**src/rtl/core_pkg.sv**
```systemverilog
// Shared definitions for the pipelined 64-bit core: datapath widths and
// the memory-stage state encoding.
package core_pkg;

  localparam int unsigned XLEN = 64;
  localparam int unsigned WR_W = 32;

  typedef enum logic [1:0] {
    IDLE     = 2'd0,
    ACCESS   = 2'd1,
    COMPLETE = 2'd2
  } mem_state_t;

endpackage

```
**src/rtl/mem_stage_unit.sv**
```systemverilog
// Memory-access pipeline stage: drives the data-memory request/ready handshake,
// stalls the front of the pipe during accesses, and loads the MEM/WB fields.
module mem_stage_unit
  import core_pkg::*;
#(
  parameter int unsigned TIMEOUT = 16
) (
  input  logic            clk,
  input  logic            reset,
  input  logic [XLEN-1:0] alu_result,
  input  logic [XLEN-1:0] rd2,
  input  logic [XLEN-1:0] pc_plus_imm,
  input  logic [WR_W-1:0] wr,
  input  logic            mem_read,
  input  logic            mem_write,
  input  logic            memToReg,
  input  logic            branch,
  input  logic            reg_write,
  input  logic            zero,
  input  logic            mem_ready,
  input  logic [XLEN-1:0] mem_rdata,
  output logic            mem_req,
  output logic            mem_we,
  output logic [XLEN-1:0] mem_addr,
  output logic [XLEN-1:0] mem_wdata,
  output logic            stall,
  output logic            pcsrc,
  output logic [XLEN-1:0] branch_target,
  output logic [XLEN-1:0] read_data_reg,
  output logic [XLEN-1:0] alu_result_reg,
  output logic [WR_W-1:0] wr_reg,
  output logic            memToReg_reg,
  output logic            reg_write_reg,
  output logic            err
);

  localparam int unsigned CNT_W = (TIMEOUT > 1) ? $clog2(TIMEOUT) : 1;

  mem_state_t       state;
  logic [CNT_W-1:0] wait_cnt;
  logic [XLEN-1:0]  rdata_q;
  logic             suppress_q;

  logic mem_op;
  logic legal_op;
  logic in_access;

  assign mem_op    = mem_read | mem_write;
  assign legal_op  = (mem_read ^ mem_write) && (alu_result[2:0] == 3'b000);
  assign in_access = (state == ACCESS);

  // Request fields are decoded from the state; EX/MEM inputs are frozen by stall.
  assign mem_req       = in_access;
  assign mem_we        = in_access & mem_write;
  assign mem_addr      = in_access ? alu_result : '0;
  assign mem_wdata     = in_access ? rd2 : '0;
  assign stall         = ((state == IDLE) & mem_op) | in_access;
  assign pcsrc         = branch & zero & ~stall;
  assign branch_target = pc_plus_imm;

  always_ff @(posedge clk) begin
    if (reset) begin
      state          <= IDLE;
      wait_cnt       <= '0;
      rdata_q        <= '0;
      suppress_q     <= 1'b0;
      err            <= 1'b0;
      read_data_reg  <= '0;
      alu_result_reg <= '0;
      wr_reg         <= '0;
      memToReg_reg   <= 1'b0;
      reg_write_reg  <= 1'b0;
    end else begin
      case (state)
        IDLE: begin
          if (!mem_op) begin
            read_data_reg  <= '0;
            alu_result_reg <= alu_result;
            wr_reg         <= wr;
            memToReg_reg   <= memToReg;
            reg_write_reg  <= reg_write;
          end else if (legal_op) begin
            wait_cnt   <= '0;
            rdata_q    <= '0;
            suppress_q <= 1'b0;
            state      <= ACCESS;
          end else begin
            err        <= 1'b1;
            rdata_q    <= '0;
            suppress_q <= 1'b1;
            state      <= COMPLETE;
          end
        end
        ACCESS: begin
          // A ready in the final wait cycle still counts as success.
          if (mem_ready) begin
            if (mem_read) rdata_q <= mem_rdata;
            wait_cnt <= '0;
            state    <= COMPLETE;
          end else if (wait_cnt == CNT_W'(TIMEOUT - 1)) begin
            err        <= 1'b1;
            suppress_q <= 1'b1;
            wait_cnt   <= '0;
            state      <= COMPLETE;
          end else begin
            wait_cnt <= wait_cnt + 1'b1;
          end
        end
        COMPLETE: begin
          read_data_reg  <= rdata_q;
          alu_result_reg <= alu_result;
          wr_reg         <= wr;
          memToReg_reg   <= memToReg;
          reg_write_reg  <= reg_write & ~suppress_q;
          state          <= IDLE;
        end
        default: state <= IDLE;
      endcase
    end
  end

endmodule

```
**config.mk**
```make
export PLATFORM = sky130hd
export DESIGN_NAME = mem_stage_unit
export DESIGN_NICKNAME = d
export VERILOG_FILES = /design/src/rtl/core_pkg.sv /design/src/rtl/mem_stage_unit.sv
export SDC_FILE = /design/constraint.sdc
export NUM_CORES = 1
export LEC_CHECK = 0
export ABC_AREA = 1
export CORE_AREA = 2 2 256 258
export CTS_BUF_LIST = sky130_fd_sc_hd__clkbuf_4 sky130_fd_sc_hd__clkbuf_8
export DETAILED_ROUTE_END_ITERATION = 10
export DIE_AREA = 0 0 258 260
export GPL_TIMING_DRIVEN = 0
export SYNTH_ARGS = -nofsm -noshare
export SYNTH_HDL_FRONTEND = slang
export SYNTH_SLANG_ARGS = --single-unit
```
**constraint.sdc**
```tcl
create_clock -name clk -period 1.6 [get_ports clk]
set_input_delay 0.32 -clock clk [delete_from_list [all_inputs] [get_ports clk]]
set_output_delay 0.32 -clock clk [all_outputs]
set_load 0.01 [all_outputs]
```
==> reports/results.txt, run 1 <==
status: finished with violations
failing checks: setup timing
Nets: 2341
synth warn: 0
number of diodes: 0
antenna violations before repair: 12
Post-DP Area: 16710 µm²
setup violators final: 296
most common cell after layout, fill and taps aside: clkdlybuf4s50_1
commonest cells after routing, fill and taps aside: clkdlybuf4s50_1, dfxtp_1, nand2_1
Critical Path RT: 1.28 ns
Port Buf Inserts: 590
H-tree depth: 2
Die Wd: 258 µm
Leakage: 10.24 nW
Worst Skew: 0.03153 ns
Max-Slew Margin vs Limit: 42.20%
hpwl dp: 42460 µm
final hold violations: 0
GR Util All Layers: 15.44%
hold_ws: 0.2767 ns
Post-Synthesis Cell Area: 9733 µm²
Num CTS Buffers: 44
TritonCTS clock tree: done
final std cells w/o fill: 2930
Slew Limit Fails: 0
first-pass GRT wire length: 76380 µm
Slowest-stage cell, CP: dfxtp_4
DR vias: 11740
VDD IR max: 0.5033 mV
sequential share of the synthesized area: 48.13%
GR Overflow Total: 0
layout cell share with drive strength beyond 1: 32.39%
Pwr Density: 812.4 nW/µm²
Placed Cells: 2779
DIE HEIGHT: 260 µm
Max Cap Viol: 0
Place WS: -1.690 ns
Final Cell Area: 20420 µm²
Arr. time, crit path: 1.91 ns
Detailed Routing Iterations Pass 1: 5
largest net degree at the start of global routing: 13
CP max FO: 8
area of the multi-input gates: 4548 µm²
number of global-route vias before repair: 11080
end-of-flow core utilization: 31.84%
Vias/cell: 4.005
DR iter-0 viols: 538
Worst setup EP type: output port
crit path time final: 2.229 ns
fillers: 6765
Routability Congestion: 0.9304
Worst-path clk slew: 0.06 ns
Die ar.: 67080 µm²
Distinct cells, synth: 21
drt wl/cell: 19.70 µm
f_max: 448.7 MHz
family with the most delay on the worst path: buffers and inverters
Reg2Reg Setup Slack: -0.36 ns
Residual DRC: 0
Mapped Avg Cell Area: 7.296 µm²
CTS max path bufs: 3
Cells after Synth: 1334
Clock Latency Late Sink: 0.62 ns
syn_nets: 1633
clk root buf: clkbuf_8
Cell Rows: 93
FF+latch area: 4701 µm²
# IOs: 656
post-route clock period utilization: 139.3%
ANT nets after route: 0
CP startpoint kind: register
RSZ-0062 raised after global routing: true
Worst-Margin Slew: 0.8670 ns
kind of critical path: reg -> out
WP buf/inv: 5
min-delay worst type: in -> reg
Synth-to-Final Area Change: 109.8%
initial cell density of the core: 15.18%
Worst path most repeated cell: clkbuf_16
core area: 64120 µm²
min setup slack post-route: -0.6289 ns
crit-path cells: inv_4, nand2_8, clkbuf_16, buf_8, clkbuf_16, nor2_4, buf_6
WL final: 57710 µm
#FFs+latches synth: 234
slowest stage delay, CP: 0.36 ns
CTS sink cnt: 234
## worst register-to-register path, stage by stage (launching register included)
cell and delay, ns:
dfxtp_4 0.38, buf_4 0.16, inv_4 0.04, nand2_2 0.07, nand2_4 0.07, buf_12 0.13
buf_4 0.13, buf_8 0.15, nor2_8 0.26, buf_12 0.16, clkbuf_16 0.13, nand3_1 0.06
a21oi_1 0.14
## synth_stat cells
cell type / n / area, µm²
dfxtp_1: 234 / 4684
nor2_1: 204 / 765.7
a21oi_1: 199 / 996.0
o21ai_0: 163 / 815.8
nand2_1: 148 / 555.5
inv_1: 137 / 514.2
nand3_1: 71 / 355.3
buf_4: 70 / 525.5
clkbuf_1: 54 / 202.7
buf_2: 36 / 180.2
buf_1: 3 / 11.26
inv_2: 3 / 11.26
clkinv_1: 2 / 7.510
ha_1: 2 / 25.02
nand4_1: 2 / 12.51
a21oi_4: 1 / 16.27
buf_6: 1 / 11.26
nor2_8: 1 / 20.02
nor3_1: 1 / 5.000
o21ai_2: 1 / 8.760
xor2_1: 1 / 8.760
## per-stage QoR
step | setup TNS [ns] | power, mW
3_5_place_dp | -440.33 | 9.347
5_1_grt | -116.91 | 17.24
2_1_floorplan | 0 | 7.444
6_report | -91.13 | 16.59
4_1_cts | -126.52 | 16.01
3_3_place_gp | -442.52 | 9.338
## cells by family after synthesis
kind of cell / Yosys count / synth area share (%)
AOI/OAI and AO/OA: 364 / 18.87
xor gates and xnor gates: 1 / 0.09000
adders and majority gates: 2 / 0.2571
buffers and inverters: 306 / 15.04
DFF: 234 / 48.13
and+or+nand+nor: 427 / 17.61
## what timing repair did
action	CTS	global route
buffers inserted	33	20
gates resized for setup	783	640
setup endpoints to repair	528	499
endpoints found under the hold margin	0	0
hold buffers	0	0
pin swaps	11	36
gates cloned	6	17
## final timing paths
kind	startpoint	to	cells after the start
max	state[1]	mem_wdata[43]	7
min reg2reg	err	err	2
max reg2reg	state[0]	rdata_q[9]	12
min	mem_rdata[41]	rdata_q[41]	3
## final cells by class
type                            count  area share (%)
Timing Repair Buffer              664           34.46
Sequential cell                   234           23.02
Inverter                          142           2.819
Clock inverter                      8          0.2819
Multi-Input combinational cell    795           22.28
Buffer                            161           7.544
Clock buffer                       71           4.357
Tap cell                          855           5.240
## power breakdown
part	internal, mW	switching [mW]	leakage (nW)
clock	3.54	2.80	0.506
sequential	6.11	0.172	1.91
combinational	2.10	1.88	7.82
total	11.7	4.85	10.2
## per-layer routing
layer	up-vias	track usage [%]	part of all wire [%]
li1	5641	-	-
met5	-	0	0.18
met4	16	4.271	2.5
met2	474	25.92	47
met3	100	5.097	8.1
met1	5504	18.83	42
Note: power is estimated with default switching activity, not from simulation.
==> run 2: changes to the inputs <==
--- a/config.mk
+++ b/config.mk
@@ -6,10 +6,11 @@
 export NUM_CORES = 1
 export LEC_CHECK = 0
 export ABC_AREA = 1
-export CORE_AREA = 2 2 256 258
+export CORE_AREA = 2 2 254 256
 export CTS_BUF_LIST = sky130_fd_sc_hd__clkbuf_4 sky130_fd_sc_hd__clkbuf_8
 export DETAILED_ROUTE_END_ITERATION = 10
-export DIE_AREA = 0 0 258 260
+export DIE_AREA = 0 0 256 258
+export DONT_BUFFER_PORTS = 1
 export GPL_TIMING_DRIVEN = 0
 export SYNTH_ARGS = -nofsm -noshare
 export SYNTH_HDL_FRONTEND = slang
==> reports/results.txt, run 2 (same netlist as run 1, synthesis figures left out) <==
Leakage: 6.077 nW (-41%)
clk root buf: clkbuf_8
Worst setup EP type: output port
Cell Rows: 93 (unchanged)
Final Cell Area: 16340 µm² (-20%)
Reg2Reg Setup Slack: -0.20 ns (+0.16 ns)
Worst-path clk slew: 0.06 ns (about the same)
DIE HEIGHT: 258 µm (-0.77%)
post-route clock period utilization: 129.5% (-9.8 points)
CP max FO: 8 (unchanged)
Critical Path RT: 1.28 ns (about the same)
DR vias: 10530 (-10%)
antenna violations before repair: 4 (-8)
crit path time final: 2.073 ns (-0.1563 ns)
Pwr Density: 951.9 nW/µm² (+17%)
largest net degree at the start of global routing: 13 (unchanged)
Slew Limit Fails: 0 (unchanged)
Routability Congestion: 0.9742 (+4.7%)
VDD IR max: 0.7842 mV (+56%)
Worst-Margin Slew: 0.8560 ns (-0.01097 ns)
hold_ws: 0.09296 ns (-0.1837 ns)
status: finished with violations
initial cell density of the core: 15.29% (+0.11 points)
Num CTS Buffers: 43 (-2.3%)
Residual DRC: 0 (unchanged)
number of diodes: 0 (unchanged)
core area: 63650 µm² (-0.73%)
Placed Cells: 2189 (-21%)
CTS max path bufs: 3 (unchanged)
min-delay worst type: in -> reg
drt wl/cell: 21.48 µm (+9.0%)
crit path to: mem_addr[52]
Die ar.: 66050 µm² (-1.5%)
most common cell after layout, fill and taps aside: dfxtp_1
final std cells w/o fill: 2474 (-16%)
Die Wd: 256 µm (-0.78%)
Clock Latency Late Sink: 0.62 ns (about the same)
Max Cap Viol: 0 (unchanged)
Critical Path Source: state[0]
worst reg2reg path depth: 12 (unchanged)
kind of critical path: reg -> out
GR Overflow Total: 0 (unchanged)
TritonCTS clock tree: done
final hold violations: 0 (unchanged)
first-pass GRT wire length: 70300 µm (-8.0%)
H-tree depth: 2 (unchanged)
setup violators final: 193 (-35%)
hpwl dp: 36740 µm (-13%)
Port Buf Inserts: 0 (-100%)
setup_tns: -55.06 ns (+36.07 ns)
Arr. time, crit path: 1.75 ns (-0.16 ns)
DR iter-0 viols: 731 (+36%)
CP startpoint kind: register
Detailed Routing Iterations Pass 1: 5 (unchanged)
RSZ-0062 raised after global routing: true
number of global-route vias before repair: 10060 (-9.2%)
Post-DP Area: 10810 µm² (-35%)
min setup slack post-route: -0.4726 ns (+0.1563 ns)
Max-Slew Margin vs Limit: 42.93% (+0.73 points)
CTS sink cnt: 234 (unchanged)
Vias/cell: 4.257 (+6.3%)
RR Endpoint: rdata_q[23]
commonest cells after routing, fill and taps aside: dfxtp_1, dlygate4sd3_1, nand2_1
ANT nets after route: 0 (unchanged)
failing checks: setup timing
Worst Skew: 0.04918 ns (+0.01765 ns)
GR Util All Layers: 14.41% (-1.0 points)
# IOs: 656 (unchanged)
f_max: 482.5 MHz (+7.5%)
worst r2r src: state[1]
layout cell share with drive strength beyond 1: 33.29% (+0.91 points)
Nets: 1890 (-19%)
Synth-to-Final Area Change: 67.90%
WL final: 53140 µm (-7.9%)
==> run 2: repair_timing <==
item                       4_1_cts  5_1_grt
setup buffers                   30        4
hold buffers                   163        0
pin swaps                       20       74
setup endpoints to repair      365      325
cloned                          12        8
hold endpoints to repair       170        0
resized for setup              361      342
==> run 2: per-layer routing <==
metal  wire length [µm]  share of wire, %  GRT usage [%]
met1              20530                39          16.71
met2              26140                49          24.43
met3               4466               8.4          5.075
met4               1948               3.7          5.344
met5                 53              0.10              0
==> run 2: final cells by class <==
| cell class | instances | area (µm²) |
|---|---|---|
| clock buffers | 64 | 805.8 |
| multi-input cells | 795 | 5218 |
| clock inverters | 9 | 128.9 |
| repair buffers | 213 | 2407 |
| fillers | 6713 | 47310 |
| well taps | 855 | 1070 |
| repair inverters | 1 | 8.758 |
| flip-flops and latches | 234 | 4692 |
| inverters | 142 | 575.6 |
| plain buffers | 161 | 1436 |
==> run 2: report_power, final <==
part | total (mW) | internal [mW] | switching [mW]
Sequential | 6.48 | 6.10 | 0.372
Clock | 6.42 | 3.70 | 2.72
Combinational | 2.66 | 1.11 | 1.55
==> run 2: metrics by stage <==
| stage | worst slack [ns] | total power [mW] | util [%] |
|---|---|---|---|
| after floorplan | 0.01172 | 7.444 | - |
| after CTS | -0.5538 | 15.40 | 23.61 |
| after global placement | -1.142 | 8.076 | 16.98 |
| after detailed placement | -1.135 | 8.084 | 16.98 |
| final | -0.4726 | 15.56 | 25.67 |
| after global routing | -0.5699 | 16.18 | 25.67 |
==> run 2: how the worst min path moves through the flow <==
stage | slack (ns) | to | cells after the start | from
2_1_floorplan | 0.44 | suppress_q | 2 | suppress_q
3_3_place_gp | 0.45 | read_data_reg[28] | 2 | rdata_q[28]
3_5_place_dp | 0.45 | read_data_reg[22] | 2 | rdata_q[22]
4_1_cts | 0.009 | state[0] | 5 | alu_result[1]
5_1_grt | 0.06 | state[1] | 4 | alu_result[1]
6_report | 0.09 | state[1] | 4 | alu_result[1]
==> run 2: critical path, stage by stage (launching register included) <==
cell and delay (ns):
dfxtp_4 0.42, nand2_8 0.12, buf_12 0.19, clkbuf_16 0.18, nor2_4 0.20
==> RTL change: new RTL, flow settings as in run 1 <==
`TIMEOUT`: 16 -> 8.
--- a/src/rtl/mem_stage_unit.sv
+++ b/src/rtl/mem_stage_unit.sv
@@ -3,7 +3,7 @@
 module mem_stage_unit
   import core_pkg::*;
 #(
-  parameter int unsigned TIMEOUT = 16
+  parameter int unsigned TIMEOUT = 8
 ) (
   input  logic            clk,
   input  logic            reset,
Function: no difference found for any inputs over 4 cycles, from zero or initial values and one cycle with reset high; that may be too few to reach the edited logic, so the function may still have changed.
==> RTL change against run 1 <==
  * The flow still finishes with violations (setup timing)
  * Sequential cell count down 1
  * Total power is 1.2% higher
  * Wire length shrank 9.5%
  * Setup slack improved by 93 ps
  * Final area shrank 0.70%
  * Fmax up 4.4%
  * Synthesized cell count rose by 9.0%
  * Area after synthesis is 3.2% higher
  * Count of clock-buffer cells in the layout fell by 4
  * Utilization is 0.22 points lower
  * Hold slack better by 5.2 ps
  * Sequential power increased by 3.5%
  * Critical path type unchanged
  * Critical endpoint is now mem_addr[13]
  * Largest cell class unchanged
  * Largest power group is now sequential cells
==> RTL change: results (changes against run 1) <==
Placer Congestion 0.838 (-9.9%); post-route insts no fill 3051 (+4.1%); post-synth cell types 20 (-4.8%); Clock buf/inv share 4.54% (-0.10 points); Setup Viol. Count Final 491 (+66%); Cells after Synth 1454 (+9.0%); Hold Worst Slack 282 ps (+5.18 ps); critical path endpoint mem_addr[13]; sequential area share after synthesis 46.5% (-1.7 points); initial antenna violation count 24 (+12); failing checks setup timing; Worst R2R End rdata_q[8]; First DRT Iteration DRCs 456 (-15%); sw power 4.94 mW (+2.0%); fraction of area in multi-input gates 23.2% (+0.89 points); total number of vias 11619 (-0.99%); HP Start alu_result[6]; bufs w/o clock 807 (-2.2%); clock skew 26.0 ps (-5.58 ps); worst setup margin -535 ps (+93.5 ps); Slew @ Worst Pin 670 ps (-197 ps); Seq cells post-synth 233 (-0.43%); post-placement cell count 2900 (+4.4%); Setup Buffers After CTS 18 (-45%); fillers 6795 (+0.44%); Post-Layout Inst Area 20300 um^2 (-0.70%); vias in the first global route 11083 (+0.0090%); global-route wire length before repair 70400 um (-7.9%); worst path arrival time 1820 ps (-90 ps); ANT cells 13 (+13); cells on worst reg2reg path 14 (+2); status finished with violations
==> RTL change: changes by cell type after synthesis, sizes merged <==
cell           run 1  this run
ha                 2         3
clkinv             2         0
nand2            148       336
dfxtp            234       233
xor2               1         0
o21ai            164       101
nor2             205       336
nand3             71        10
buf              110       128
inv              140       142
clkbuf            54        30
a21oi            200       134
nand4              2         0
==> RTL change: power by group through the flow <==
stage	clock, mW	combinational [mW]	sequential [mW]
after CTS	6.34	3.57	6.47
after global placement	0	3.47	6.58
final	6.10	4.19	6.50
after global routing	6.60	4.50	6.55
after floorplan	0	1.33	6.71
after detailed placement	0	3.46	6.60
==> RTL change: worst register-to-register path, delay by kind of cell, from the launching register on <==
family | cells | cell delay, ps
buf+inv | 9 | 1110
flops | 1 | 390
simple gates | 4 | 350
compound gates | 1 | 30
==> RTL change: routing by layer <==
layer	vias to the layer above	track usage [%]	share of wire (%)
li1	5801	-	-
met2	412	23.9	49
met1	5278	15.9	40
met3	112	4.10	6.1
met4	16	7.63	5.0
met5	-	0	0.17
